==> src/rtl/audio_pkg.sv <==
// Shared constants and the serialiser state type for the audio DAC transmit path.
package audio_pkg;

   localparam int SAMPLE_W           = 16;
   localparam int FIFO_DEPTH_DEFAULT = 4;

   typedef enum logic {
      IDLE  = 1'b0,
      SHIFT = 1'b1
   } tx_state_t;

endpackage

==> src/rtl/audio_sample_fifo.sv <==
// Small sample FIFO with a combinational head output so the consumer can take the
// head and pop it in the same cycle.
module audio_sample_fifo #(
   parameter int DEPTH = 4,
   parameter int W     = 16
) (
   input  logic                     i_clk,
   input  logic                     i_rst_n,
   input  logic                     push,
   input  logic                     pop,
   input  logic                     flush,
   input  logic [W-1:0]             wr_data,
   output logic [W-1:0]             head,
   output logic                     full,
   output logic                     empty,
   output logic [$clog2(DEPTH):0]   level
);

   localparam int AW = $clog2(DEPTH);

   logic [W-1:0]  mem [DEPTH];
   logic [AW-1:0] wr_ptr_reg;
   logic [AW-1:0] rd_ptr_reg;
   logic [AW:0]   count_reg;
   logic          push_ok;
   logic          pop_ok;

   // A push into a full FIFO is only legal when the head leaves in the same cycle.
   assign push_ok = push & ~flush & (~full | pop_ok);
   assign pop_ok  = pop & ~flush & ~empty;

   assign full  = (count_reg == (AW+1)'(DEPTH));
   assign empty = (count_reg == '0);
   assign head  = mem[rd_ptr_reg];
   assign level = count_reg;

   always_ff @(posedge i_clk) begin
      if (push_ok) begin
         mem[wr_ptr_reg] <= wr_data;
      end
   end

   always_ff @(posedge i_clk or negedge i_rst_n) begin
      if (!i_rst_n) begin
         wr_ptr_reg <= '0;
         rd_ptr_reg <= '0;
         count_reg  <= '0;
      end else if (flush) begin
         wr_ptr_reg <= '0;
         rd_ptr_reg <= '0;
         count_reg  <= '0;
      end else begin
         if (push_ok) begin
            wr_ptr_reg <= wr_ptr_reg + 1'b1;
         end
         if (pop_ok) begin
            rd_ptr_reg <= rd_ptr_reg + 1'b1;
         end
         case ({push_ok, pop_ok})
            2'b10:   count_reg <= count_reg + 1'b1;
            2'b01:   count_reg <= count_reg - 1'b1;
            default: count_reg <= count_reg;
         endcase
      end
   end

endmodule

==> src/rtl/audio_dac_tx.sv <==
// I2S transmitter: buffers mono samples and serialises each one onto both channels,
// clocked by codec BCLK/LRCK sampled in the system clock domain.
module audio_dac_tx #(
   parameter int FIFO_DEPTH = audio_pkg::FIFO_DEPTH_DEFAULT,
   parameter int SAMPLE_W   = audio_pkg::SAMPLE_W
) (
   input  logic                          i_clk,
   input  logic                          i_rst_n,
   input  logic                          i_valid,
   input  logic [SAMPLE_W-1:0]           i_data,
   input  logic                          i_enable,
   input  logic                          i_clr_flags,
   input  logic                          i_aud_bclk,
   input  logic                          i_aud_daclrck,
   output logic                          o_aud_dacdat,
   output logic [$clog2(FIFO_DEPTH):0]   o_level,
   output logic                          o_overflow,
   output logic                          o_underflow
);

   import audio_pkg::*;

   localparam int CNT_W = $clog2(SAMPLE_W + 1);

   // Bits [1:0] are the two-flop synchroniser, bit [2] is the edge-detect history.
   logic [2:0]          bclk_sync_reg;
   logic [2:0]          lrck_sync_reg;
   logic                bclk_fall;
   logic                lrck_edge;
   logic                lrck_fall;

   logic                fifo_push;
   logic                fifo_pop;
   logic                fifo_full;
   logic                fifo_empty;
   logic [SAMPLE_W-1:0] fifo_head;
   logic                ovf_set;
   logic                unf_set;

   logic [SAMPLE_W-1:0] hold_reg;
   logic [SAMPLE_W-1:0] hold_next;
   tx_state_t           state_reg;
   tx_state_t           state_next;
   logic [SAMPLE_W-1:0] shift_reg;
   logic [SAMPLE_W-1:0] shift_next;
   logic [CNT_W-1:0]    cnt_reg;
   logic [CNT_W-1:0]    cnt_next;
   logic                dacdat_reg;
   logic                dacdat_next;
   logic                overflow_reg;
   logic                underflow_reg;

   always_ff @(posedge i_clk or negedge i_rst_n) begin
      if (!i_rst_n) begin
         bclk_sync_reg <= '0;
         lrck_sync_reg <= '0;
      end else begin
         bclk_sync_reg <= {bclk_sync_reg[1:0], i_aud_bclk};
         lrck_sync_reg <= {lrck_sync_reg[1:0], i_aud_daclrck};
      end
   end

   assign bclk_fall = bclk_sync_reg[2] & ~bclk_sync_reg[1];
   assign lrck_edge = lrck_sync_reg[2] ^ lrck_sync_reg[1];
   assign lrck_fall = lrck_sync_reg[2] & ~lrck_sync_reg[1];

   assign fifo_pop  = i_enable & lrck_fall & ~fifo_empty;
   assign fifo_push = i_enable & i_valid & (~fifo_full | fifo_pop);
   assign ovf_set   = i_enable & i_valid & fifo_full & ~fifo_pop;
   assign unf_set   = i_enable & lrck_fall & fifo_empty;

   audio_sample_fifo #(
      .DEPTH (FIFO_DEPTH),
      .W     (SAMPLE_W)
   ) u_fifo (
      .i_clk   (i_clk),
      .i_rst_n (i_rst_n),
      .push    (fifo_push),
      .pop     (fifo_pop),
      .flush   (~i_enable),
      .wr_data (i_data),
      .head    (fifo_head),
      .full    (fifo_full),
      .empty   (fifo_empty),
      .level   (o_level)
   );

   // On an empty left frame start the previous sample is replayed.
   always_comb begin
      hold_next = hold_reg;
      if (!i_enable) begin
         hold_next = '0;
      end else if (fifo_pop) begin
         hold_next = fifo_head;
      end
   end

   // A BCLK fall coinciding with an LRCK edge is swallowed to give the I2S one-bit delay.
   always_comb begin
      state_next  = state_reg;
      shift_next  = shift_reg;
      cnt_next    = cnt_reg;
      dacdat_next = dacdat_reg;
      if (!i_enable) begin
         state_next  = IDLE;
         shift_next  = '0;
         cnt_next    = '0;
         dacdat_next = 1'b0;
      end else if (lrck_edge) begin
         state_next = SHIFT;
         shift_next = hold_next;
         cnt_next   = CNT_W'(SAMPLE_W);
      end else if (bclk_fall) begin
         if (state_reg == SHIFT) begin
            dacdat_next = shift_reg[SAMPLE_W-1];
            shift_next  = {shift_reg[SAMPLE_W-2:0], 1'b0};
            cnt_next    = cnt_reg - 1'b1;
            if (cnt_reg == CNT_W'(1)) begin
               state_next = IDLE;
            end
         end else begin
            dacdat_next = 1'b0;
         end
      end
   end

   always_ff @(posedge i_clk or negedge i_rst_n) begin
      if (!i_rst_n) begin
         hold_reg   <= '0;
         state_reg  <= IDLE;
         shift_reg  <= '0;
         cnt_reg    <= '0;
         dacdat_reg <= 1'b0;
      end else begin
         hold_reg   <= hold_next;
         state_reg  <= state_next;
         shift_reg  <= shift_next;
         cnt_reg    <= cnt_next;
         dacdat_reg <= dacdat_next;
      end
   end

   always_ff @(posedge i_clk or negedge i_rst_n) begin
      if (!i_rst_n) begin
         overflow_reg  <= 1'b0;
         underflow_reg <= 1'b0;
      end else if (i_clr_flags) begin
         overflow_reg  <= 1'b0;
         underflow_reg <= 1'b0;
      end else begin
         overflow_reg  <= overflow_reg | ovf_set;
         underflow_reg <= underflow_reg | unf_set;
      end
   end

   assign o_aud_dacdat = dacdat_reg;
   assign o_overflow   = overflow_reg;
   assign o_underflow  = underflow_reg;

endmodule

==> config.mk <==
export PLATFORM = sky130hd
export DESIGN_NAME = audio_dac_tx
export DESIGN_NICKNAME = d
export VERILOG_FILES = /design/src/rtl/audio_pkg.sv /design/src/rtl/audio_sample_fifo.sv /design/src/rtl/audio_dac_tx.sv
export SDC_FILE = /design/constraint.sdc
export NUM_CORES = 1
export LEC_CHECK = 0
export ABC_CLOCK_PERIOD_IN_PS = 2550
export CAP_MARGIN = 20
export CORE_MARGIN = 2
export CORE_UTILIZATION = 26
export CTS_BUF_LIST = sky130_fd_sc_hd__clkbuf_4 sky130_fd_sc_hd__clkbuf_8 sky130_fd_sc_hd__clkbuf_16
export DETAILED_ROUTE_END_ITERATION = 7
export PLACE_DENSITY = 0.44
export SLEW_MARGIN = 20
export SYNTH_ARGS = -nofsm -noshare
export SYNTH_HDL_FRONTEND = slang
export SYNTH_HIERARCHICAL = 1
export SYNTH_SLANG_ARGS = --single-unit
export TNS_END_PERCENT = 10
==> constraint.sdc <==
create_clock -name i_clk -period 2.55 [get_ports i_clk]
set_clock_uncertainty 0.1 [all_clocks]
set_input_delay 0.51 -clock i_clk [delete_from_list [all_inputs] [get_ports i_clk]]
set_output_delay 0.51 -clock i_clk [all_outputs]
set_load 0.005 [all_outputs]
**Word-level counts from Yosys, hierarchy flattened**

Memories as Yosys holds them, arrays and structs flattened.
Cells that the tools add are included.

- RAM bits: 64
- Memories: 1
- Word-level logic and storage cells: 84
- Register bits: 54
- Output and inout bits: 6
- Input bits: 23

- Add/sub/neg operators: 5
- Muxes and demuxes: 29
- Eq/ne operators: 11
- Bitwise logic cells: 23
- Reduce and logical (&&, ||, !) cells: 3

Memories:

| memory | words | bits a word | read ports | clocked after memory_dff | wr ports | line | source |
|---|---|---|---|---|---|---|---|
| u_fifo.mem | 4 | 16 | 1 | 0 | 1 | audio_sample_fifo.sv:21 | `logic [W-1:0] mem [DEPTH];` |

Operators by type and width:

| cell | number |
|---|---|
| $mux 16 | 6 |
| $mux 5 | 4 |
| $and 1x1->1 | 13 |
| $mux 1 | 13 |
| $ne 3x1->1 const B | 3 |
| $mux 2 | 4 |
| $ne 2x1->1 const B | 3 |
| $pmux 3 s2 | 1 |
| $eq 5x1->1 const B | 1 |
| $not 1->1 | 5 |
| $sub 5x1->5 const B | 1 |
| $add 2x1->2 const B | 2 |
| $or 1x1->1 | 4 |
| $reduce_and 2->1 | 2 |
| $add 3x1->3 const B | 1 |
| $eq 3x3->1 const B | 1 |
| $logic_not 3->1 | 1 |
| $mux 3 | 1 |
| $sub 3x1->3 const B | 1 |
| $eq 2x1->1 const B | 1 |
| $eq 2x2->1 const B | 1 |
| $ne 2x2->1 const B | 1 |
| $xor 1x1->1 | 1 |

**Longest topological paths before layout**

Gate-level depths: netlist of run 1.

- Depth after elaboration: 11
- Depth in mapped cells: 11
- Mapped depth without buffers: 10

**By module**

Netlist of run 1, hierarchy kept.

By module, submodules not included:

| module | area an instance (µm²) | times used | cells an instance | seq. area each (µm²) |
|---|---|---|---|---|
| audio_sample_fifo | 2783.9 | 1 | 131 | 2097.0 |
| audio_dac_tx | 2179.6 | 1 | 214 | 1176.1 |

**Least setup slack after synthesis of run 1**

OpenSTA, ideal clock, no wires.

- Path kind: reg2reg
- Start point: reg u_fifo.count_reg[0], in the netlist u_fifo/level[0]
- End point: reg u_fifo.count_reg[2], in the netlist u_fifo/level[2]
- Path buffers: 1
- Required time: 2322 ps
- Data arrival time: 2475 ps
- Cell stages (with the launch flop): 11
- Setup time: 128 ps
- Path slack: -153 ps
- Clock period less this slack: 2703 ps
- Cells stage by stage: dfrtp_1 > nor3_1 > nand3b_4 > inv_1 > buf_4 > o31ai_1 > nor3_1 > fa_1 > nor3_1 > a31oi_1 > mux2_1

- Longest elaborated chain between the ends: 10
- Elaborated cells on any way between the ends: 19
- Those cells by class: add/sub: 2; eq/ne: 4; mux: 2; bitwise: 10; reduce/logical: 1

Ends and longest elaborated chain:

| element | line | source |
|---|---|---|
| from (decl) | audio_sample_fifo.sv:24 | `logic [AW:0] count_reg;` |
| from (signal assigned) | audio_sample_fifo.sv:60 | `2'b10: count_reg <= count_reg + 1'b1;` |
| from (signal assigned) | audio_sample_fifo.sv:61 | `2'b01: count_reg <= count_reg - 1'b1;` |
| from (signal assigned) | audio_sample_fifo.sv:62 | `default: count_reg <= count_reg;` |
| $logic_not 3->1 * | audio_sample_fifo.sv:33 | `assign empty = (count_reg == '0);` |
| via fifo_empty | audio_dac_tx.sv:35 | `logic fifo_empty;` |
| $not 1->1 * | audio_dac_tx.sv:67 | `assign fifo_pop = i_enable & lrck_fall & ~fifo_empty;` |
| $and 1x1->1 * | audio_dac_tx.sv:67 |  |
| via fifo_pop | audio_dac_tx.sv:33 | `logic fifo_pop;` |
| $or 1x1->1 or $and 1x1->1 (tied branches) | audio_dac_tx.sv:68, audio_sample_fifo.sv:30 |  |
| $and 1x1->1 (on tied branches) | audio_dac_tx.sv:68, audio_sample_fifo.sv:30 |  |
| $and 1x1->1 or $or 1x1->1 (tied branches) | audio_sample_fifo.sv:29 | `assign push_ok = push & ~flush & (~full \| pop_ok);` |
| $and 1x1->1 | audio_sample_fifo.sv:29 |  |
| $eq 2x1->1 or $eq 2x2->1 (tied branches) | audio_sample_fifo.sv:59 | `case ({push_ok, pop_ok})` |
| $pmux 3 s2 | audio_sample_fifo.sv:59 |  |
| $mux 3 | audio_sample_fifo.sv:48 | `end else if (flush) begin` |

Mark *: on every way through the listed nets, which the timed path passes. The rest lies on a longest branch.
A chain may end at the register's enable or synchronous reset.

**Worst setup path in the final report of run 1**

- Start point: in i_enable
- End point: reg u_fifo.count_reg[2], in the netlist u_fifo/level[2]

- Longest elaborated chain between the ends: 9
- Elaborated cells on any way between the ends: 15
- Those cells by class: eq/ne: 3; mux: 2; bitwise: 10

Ends and longest elaborated chain:

| element | line | source |
|---|---|---|
| from (decl) | audio_dac_tx.sv:11 | `input logic i_enable,` |
| $and 1x1->1 (2 in a row) | audio_dac_tx.sv:67 |  |
| $or 1x1->1 | audio_dac_tx.sv:68 | `assign fifo_push = i_enable & i_valid & (~fifo_full \| fifo_pop);` |
| $and 1x1->1 * | audio_dac_tx.sv:68 |  |
| via fifo_push | audio_dac_tx.sv:32 | `logic fifo_push;` |
| $and 1x1->1 * (2 in a row) | audio_sample_fifo.sv:29 |  |
| $eq 2x1->1 or $eq 2x2->1 (tied branches) | audio_sample_fifo.sv:59 |  |
| $pmux 3 s2 | audio_sample_fifo.sv:59 |  |
| $mux 3 | audio_sample_fifo.sv:48 |  |

Marked as above.

==> results of run 1 <==
worst paths after layout:
path                                        from                to  slack, ns  cells after the start
worst min register to register  lrck_sync_reg[0]  lrck_sync_reg[1]       0.25                      0
min in group asynchronous                i_rst_n  lrck_sync_reg[0]       0.44                      2
worst max register to register  lrck_sync_reg[1]   u_fifo/level[2]       0.25                      9
max in group asynchronous                i_rst_n      shift_reg[4]       1.38                      3
worst min-delay path            lrck_sync_reg[0]  lrck_sync_reg[1]       0.25                      0
worst max-delay path                    i_enable   u_fifo/level[2]       0.25                      8
Yosys cell counts, drive strengths merged, types with 2 or more instances:
cell    count
edfxtp     64
dfrtp      54
nand2      38
nand3      29
a21oi      19
mux2i      17
mux4       16
buf        14
o211ai     14
nor2       12
ha          7
inv         7
clkbuf      6
and2        5
nand2b      4
nor3        4
a31oi       3
o31ai       3
nand3b      2
nor2b       2
o21ai       2
o32ai       2
or3         2
xnor2       2
xor2        2
report_power, final:
part	internal [mW]	total [mW]	switching, mW
Clock	1.35	2.22	0.863
Sequential	2.05	2.07	0.0184
Combinational	0.0921	0.215	0.123
cells in the final DEF (no fill, tap or decap), types with 2 or more instances in the layout:
master and n:
and2_1 4, edfxtp_1 64, nand2b_1 4, o211ai_1 14, nand3_1 29, nor3_1 3, nor2b_1 2, nand2_1 38
mux4_2 16, clkdlybuf4s50_1 27, ha_1 7, a31oi_1 3, clkbuf_16 17, a21oi_1 19, inv_1 7, o21ai_0 2
dfrtp_1 53, clkinv_2 2, nor2_1 11, or3_1 2, o31ai_1 3, xor2_1 2, buf_4 20, mux2i_1 17
clkinvlp_4 4, buf_12 5, xnor2_1 2, clkinv_4 2, inv_6 4
area by class of cell:
type / instances / area [sq um]
tap: 234 / 293
multi-input combinational: 200 / 1560
fill: 1822 / 12500
timing repair buffer: 54 / 536
inverter: 7 / 26.3
clock inverter: 14 / 126
sequential: 118 / 3270
clock buffer: 18 / 433
metrics by stage:
| step | total power [mW] | setup TNS (ns) |
|---|---|---|
| 5_1_grt | 4.67 | 0 |
| 3_5_place_dp | 2.32 | -11.66 |
| 6_report | 4.50 | 0 |
| 4_1_cts | 4.57 | 0 |
| 3_3_place_gp | 2.32 | -8.66 |
| 2_1_floorplan | 2.21 | -0.499 |
cell families after synthesis:
group | Yosys count | share of synthesized area [%]
compound gates | 49 | 6.60
xor+xnor | 4 | 0.706
fa+ha+maj | 8 | 2.17
buf+inv | 27 | 2.80
flops | 118 | 65.9
mux | 34 | 10.9
simple gates | 105 | 10.9
critical path, stage by stage:
cell,delay (ns)
clkdlybuf4s50_1,0.59
nand3b_4,0.12
a21oi_1,0.22
nor3_1,0.09
fa_1,0.38
nor3_1,0.19
a31oi_1,0.07
mux2_1,0.31
per-layer routing:
| layer | global-route usage, % | routed length [um] | vias to the layer above |
|---|---|---|---|
| met5 | 0 | 0 | - |
| met4 | 4.74 | 161 | 0 |
| met3 | 2.86 | 284 | 18 |
| met2 | 16.3 | 4640 | 38 |
| met1 | 13.4 | 4650 | 1473 |
| li1 | - | - | 1394 |
==> reports/results.ini, run 1 <==
[sta]
holdWs_ns=0.251
worst_slack_ns=0.249
setup_violations=0
slew_viol_final=0
hold_viol_final=0
final.min_clock_period_ns=2.30
timing.slew.headroom_pct=57.9
rsz0062_at_grt=no
worstMarginPinSlew_ns=0.631
post-route-period-util_pct=90.2
fmax_mhz=435

[worst_setup_path]
cp_max_fo=4
critPathArrivalTime_ns=2.49
crit_type=input pin to flop
worstPathRequired_ns=2.74
endpoint_kind=flop
critPathLaunchType=input pin

[finish]
drive_above_1_share_pct=20.4
utilization_pct=33.4
num_antenna_cells=0
area_growth_syn_to_layout_pct=25.8
final_nets=429
finish.instance_area_sq_um=6250
final_cells=645
largest_reg_flops=64

[logic_synthesis]
syn_area_per_cell_sq_um=14.4
ys_seq_elements=118
ys_warn_count=6
synth_edf_count=64
synth_flop_cell=edfxtp_1
ys_seq_area_share_pct=65.9
yosysTopAreaCellShare_pct=38.7
yosysTopAreaCell=edfxtp_1
synthArstFlopShare_pct=45.8
ys_top_cells_by_area=edfxtp_1 39%, dfrtp_1 27%, mux4_2 7.3%
synth_nets=376
syn_area_sq_um=4960
synth_cell_types=46
synthCells=345

[clock_tree]
clock_latency_ns=0.41
cts_buffers=17
cts_max_level=4
clk_path_buf_depth=2
cts_tree=done
cts-root-buf=clkbuf_16
cts_setup_buffers=0
ctsHoldBuffers=1
clock_sinks=118
cts_resized=0
clkTransAtPathRegs_ns=0.06

[placement]
placed_cell_area_sq_um=5680
place_inst=612
pre_cts_slack_ns=-0.194
port_buffers=28
place.gp.congestion=0.705
dp_hpwl_um=6360

[die]
rows=50
start_util_pct=26.5
dieArea_sq_um=20200
io_pins=29
die_w_um=142
dieHeight_um=142
core_area_sq_um=18700

[power]
p_per_area_nw_per_um2=720
power_leakage_nw=2.39
ir_drop_mv=0.413

[detailed_routing]
postRouteAntennaNets=0
drt_iter0_drc=90
first_pass_iters=4
vias_per_cell=4.53
via_count=2923
wire_per_inst_um=15.1
drt_wl_total_um=9740
drc=0

[grt]
grt_usage_pct=10.4
grt_first_pass_wirelength_um=15800
grt_pass1_vias=2978
antenna_found_initial=0
grt_start_max_net_pins=44
grt_overflow=0

[job]
drv_cap=0

[min_path]
hold_class=flop to flop

[run_status]
status=finished clean

Note: power is estimated with default switching activity, not from simulation.
==> run 2, diff against run 1 <==
- CTS_CLUSTER_SIZE: unset -> 12
==> results of run 2 <==
The final DEF is identical to that of run 1; final timing and power are the same.
==> run 3, diff against run 2 <==
- SLEW_MARGIN: 20 -> unset
- SYNTH_HIERARCHICAL: 1 -> unset
==> run 3 against run 2 <==
  * Fmax is 6.8% higher
  * Sequential share of layout area increased by 0.30 points
  * Via count increased by 5.0%
  * Critical path depth shrank 6
  * Die area fell by 0.49%
  * Design area fell by 0.60%
  * Cell count is 1.7% higher
  * Routed wire length increased by 9.1%
  * Non-clock buffer count fell by 4
  * Worst setup slack improved by 0.15 ns
  * Count of clock-buffer cells in the layout grew 1
==> reports/results.ini, run 3 <==
[run_status]
status=finished clean

[grt]
grt-busiest-layer=met2
grt.met3_usage_pct=4.42
antenna_found_initial=0
grt_usage_pct=11.7
gr-usage-met2_pct=16.9
grt_start_max_net_pins=55
grt_first_pass_wirelength_um=17700
grt_pass1_vias=3172
grt_overflow=0
use_met1_pct=16.1

[finish]
fillerInstances=1842
final_nets=440
area_growth_syn_to_layout_pct=25.7
final_common_cell=edfxtp_1
drive_above_1_share_pct=17.3
num_antenna_cells=0
final_cell_mix=64 x edfxtp_1, 54 x dfrtp_1, 40 x nand2_1, 32 x nor2_1, 27 x clkdlybuf4s50_1
final_cells=656
largest_reg_flops=64

[placement]
port_buffers=28
place_inst=624
place.gp.congestion=0.750
pre_cts_slack_ns=0.217
dp_hpwl_um=6730

[detailed_routing]
wire_per_inst_um=16.2
drc=0
drt_iter0_drc=204
first_pass_iters=4
vias_per_cell=4.68
via_count=3070
postRouteAntennaNets=0
drt_wl_total_um=10600

[min_path]
hold_class=input pin to asynchronous set/reset pin

[logic_synthesis]
syn_area_per_cell_sq_um=13.6
synth_flop_cell=edfxtp_1
ys_seq_area_share_pct=66.3
synth_xor_area_share_pct=1.06
yosysMostFrequentCell=edfxtp_1
ys_top_cells_by_count=64 x edfxtp_1, 54 x dfrtp_1, 40 x nand2_1
ys_top_cells_by_area=edfxtp_1 39%, dfrtp_1 27%, mux4_2 7.3%
synth_edf_count=64
synthArstFlopShare_pct=45.8
synthAdderAreaFrac_pct=2.18
syn_area_sq_um=4940
synth_compound_area_share_pct=8.26
synth_mux_area_share_pct=9.32
ys_warn_count=0
yosysTopAreaCell=edfxtp_1
synthSimpleGateAreaFrac_pct=9.83
synth_cell_types=40
ys_seq_elements=118
yosysTopAreaCellShare_pct=38.9
synth_nets=393
synth_top_family_by_area=simple AND/OR/NAND/NOR gates
synthCells=362

[sta]
fmax_mhz=464
post-route-period-util_pct=84.4
final.min_clock_period_ns=2.15
rsz0062_at_grt=no
hold_viol_final=0
worstMarginPinSlew_ns=0.819
setup_violations=0
holdWs_ns=0.134
worst_slack_ns=0.397
slew_viol_final=0
timing.slew.headroom_pct=45.2
setup_tns_ns=0

[clock_tree]
cts_resized=0
ctsHoldBuffers=0
cts_max_level=4
cts_setup_buffers=0
cts_buffers=17
clock_sinks=118
cts-root-buf=clkbuf_16
clk_path_buf_depth=2
clkTransAtPathRegs_ns=0.06
cts_tree=done
clock_latency_ns=0.42

[worst_setup_path]
cpMaxStageDelayCell=clkdlybuf4s50_1
timing.rr.end=hold_reg[9]
reg2reg_depth=7
r2r_start=lrck_sync_reg[1]
endpoint_kind=output port
crit_family=buffers and inverters
path_buf_inv=2
r2r_setup_slack_ns=0.45
worstPathRequired_ns=1.94
cp_max_fo=12
worstPathCellList=buf_4 -> clkdlybuf4s50_1
crit_type=flop to output port
max_stage_delay_ns=0.52
critPathArrivalTime_ns=1.54
critPathLaunchType=flop

[die]
start_util_pct=26.5
dieArea_sq_um=20100
dieHeight_um=142
rows=50
io_pins=29
core_area_sq_um=18600
die_w_um=142

[power]
p_per_area_nw_per_um2=813
ir_drop_mv=0.398
power_leakage_nw=2.37

[job]
drv_cap=0

## run 3: area by class of cell
cell class	count	area, sq um	area share (%)
clock buffer	19	453	7.30
clock inverter	13	148	2.38
inverter	10	37.5	0.605
multi-input combinational	212	1510	24.4
sequential	118	3270	52.7
tap	234	293	4.72
timing repair buffer	50	490	7.90
## run 3: worst max-delay path by stage
stage / endpoint / cells past startpoint / startpoint / slack [ns]
6_report: o_level[0] / 2 / u_fifo.level[0] / 0.40
5_1_grt: hold_reg[14] / 7 / lrck_sync_reg[1] / 0.23
4_1_cts: o_level[2] / 1 / u_fifo.level[2] / 0.37
3_5_place_dp: u_fifo.level[1] / 8 / i_enable / 0.22
3_3_place_gp: u_fifo.level[1] / 8 / i_enable / 0.21
2_1_floorplan: u_fifo.level[2] / 9 / u_fifo.level[2] / 0.21
## run 3: kinds of logic after synthesis
group	count (synthesis)
multiplexers	26
flip-flops	118
XOR/XNOR	6
AO/OA/AOI/OAI	64
adder cells (fa/ha/maj)	8
buffers and inverters	32
AND/OR/NAND/NOR	108
## run 3: where the power goes
group          switching (mW)  leakage [nW]  internal, mW  total [mW]
logic                   0.263         0.790         0.216       0.480
registers              0.0557          1.30          2.12        2.17
clock network           0.896         0.283          1.50        2.39
## run 3: stage by stage
| stage | area, sq um | utilization [%] | total power [mW] |
|---|---|---|---|
| finish | 6210 | 33.3 | 5.05 |
| global route | 6210 | 33.3 | 5.26 |
| CTS | 6210 | 33.3 | 5.11 |
| detailed placement | 5610 | 30.1 | 2.70 |
| global placement | 5610 | 30.1 | 2.69 |
| floorplan | 4940 | - | 2.49 |
## run 3: layer usage
layer | vias to the layer above | part of all wire (%)
met4 | 0 | 1.6
met2 | 67 | 45
met5 | - | 0
met1 | 1565 | 49
met3 | 18 | 4.8
li1 | 1420 | -
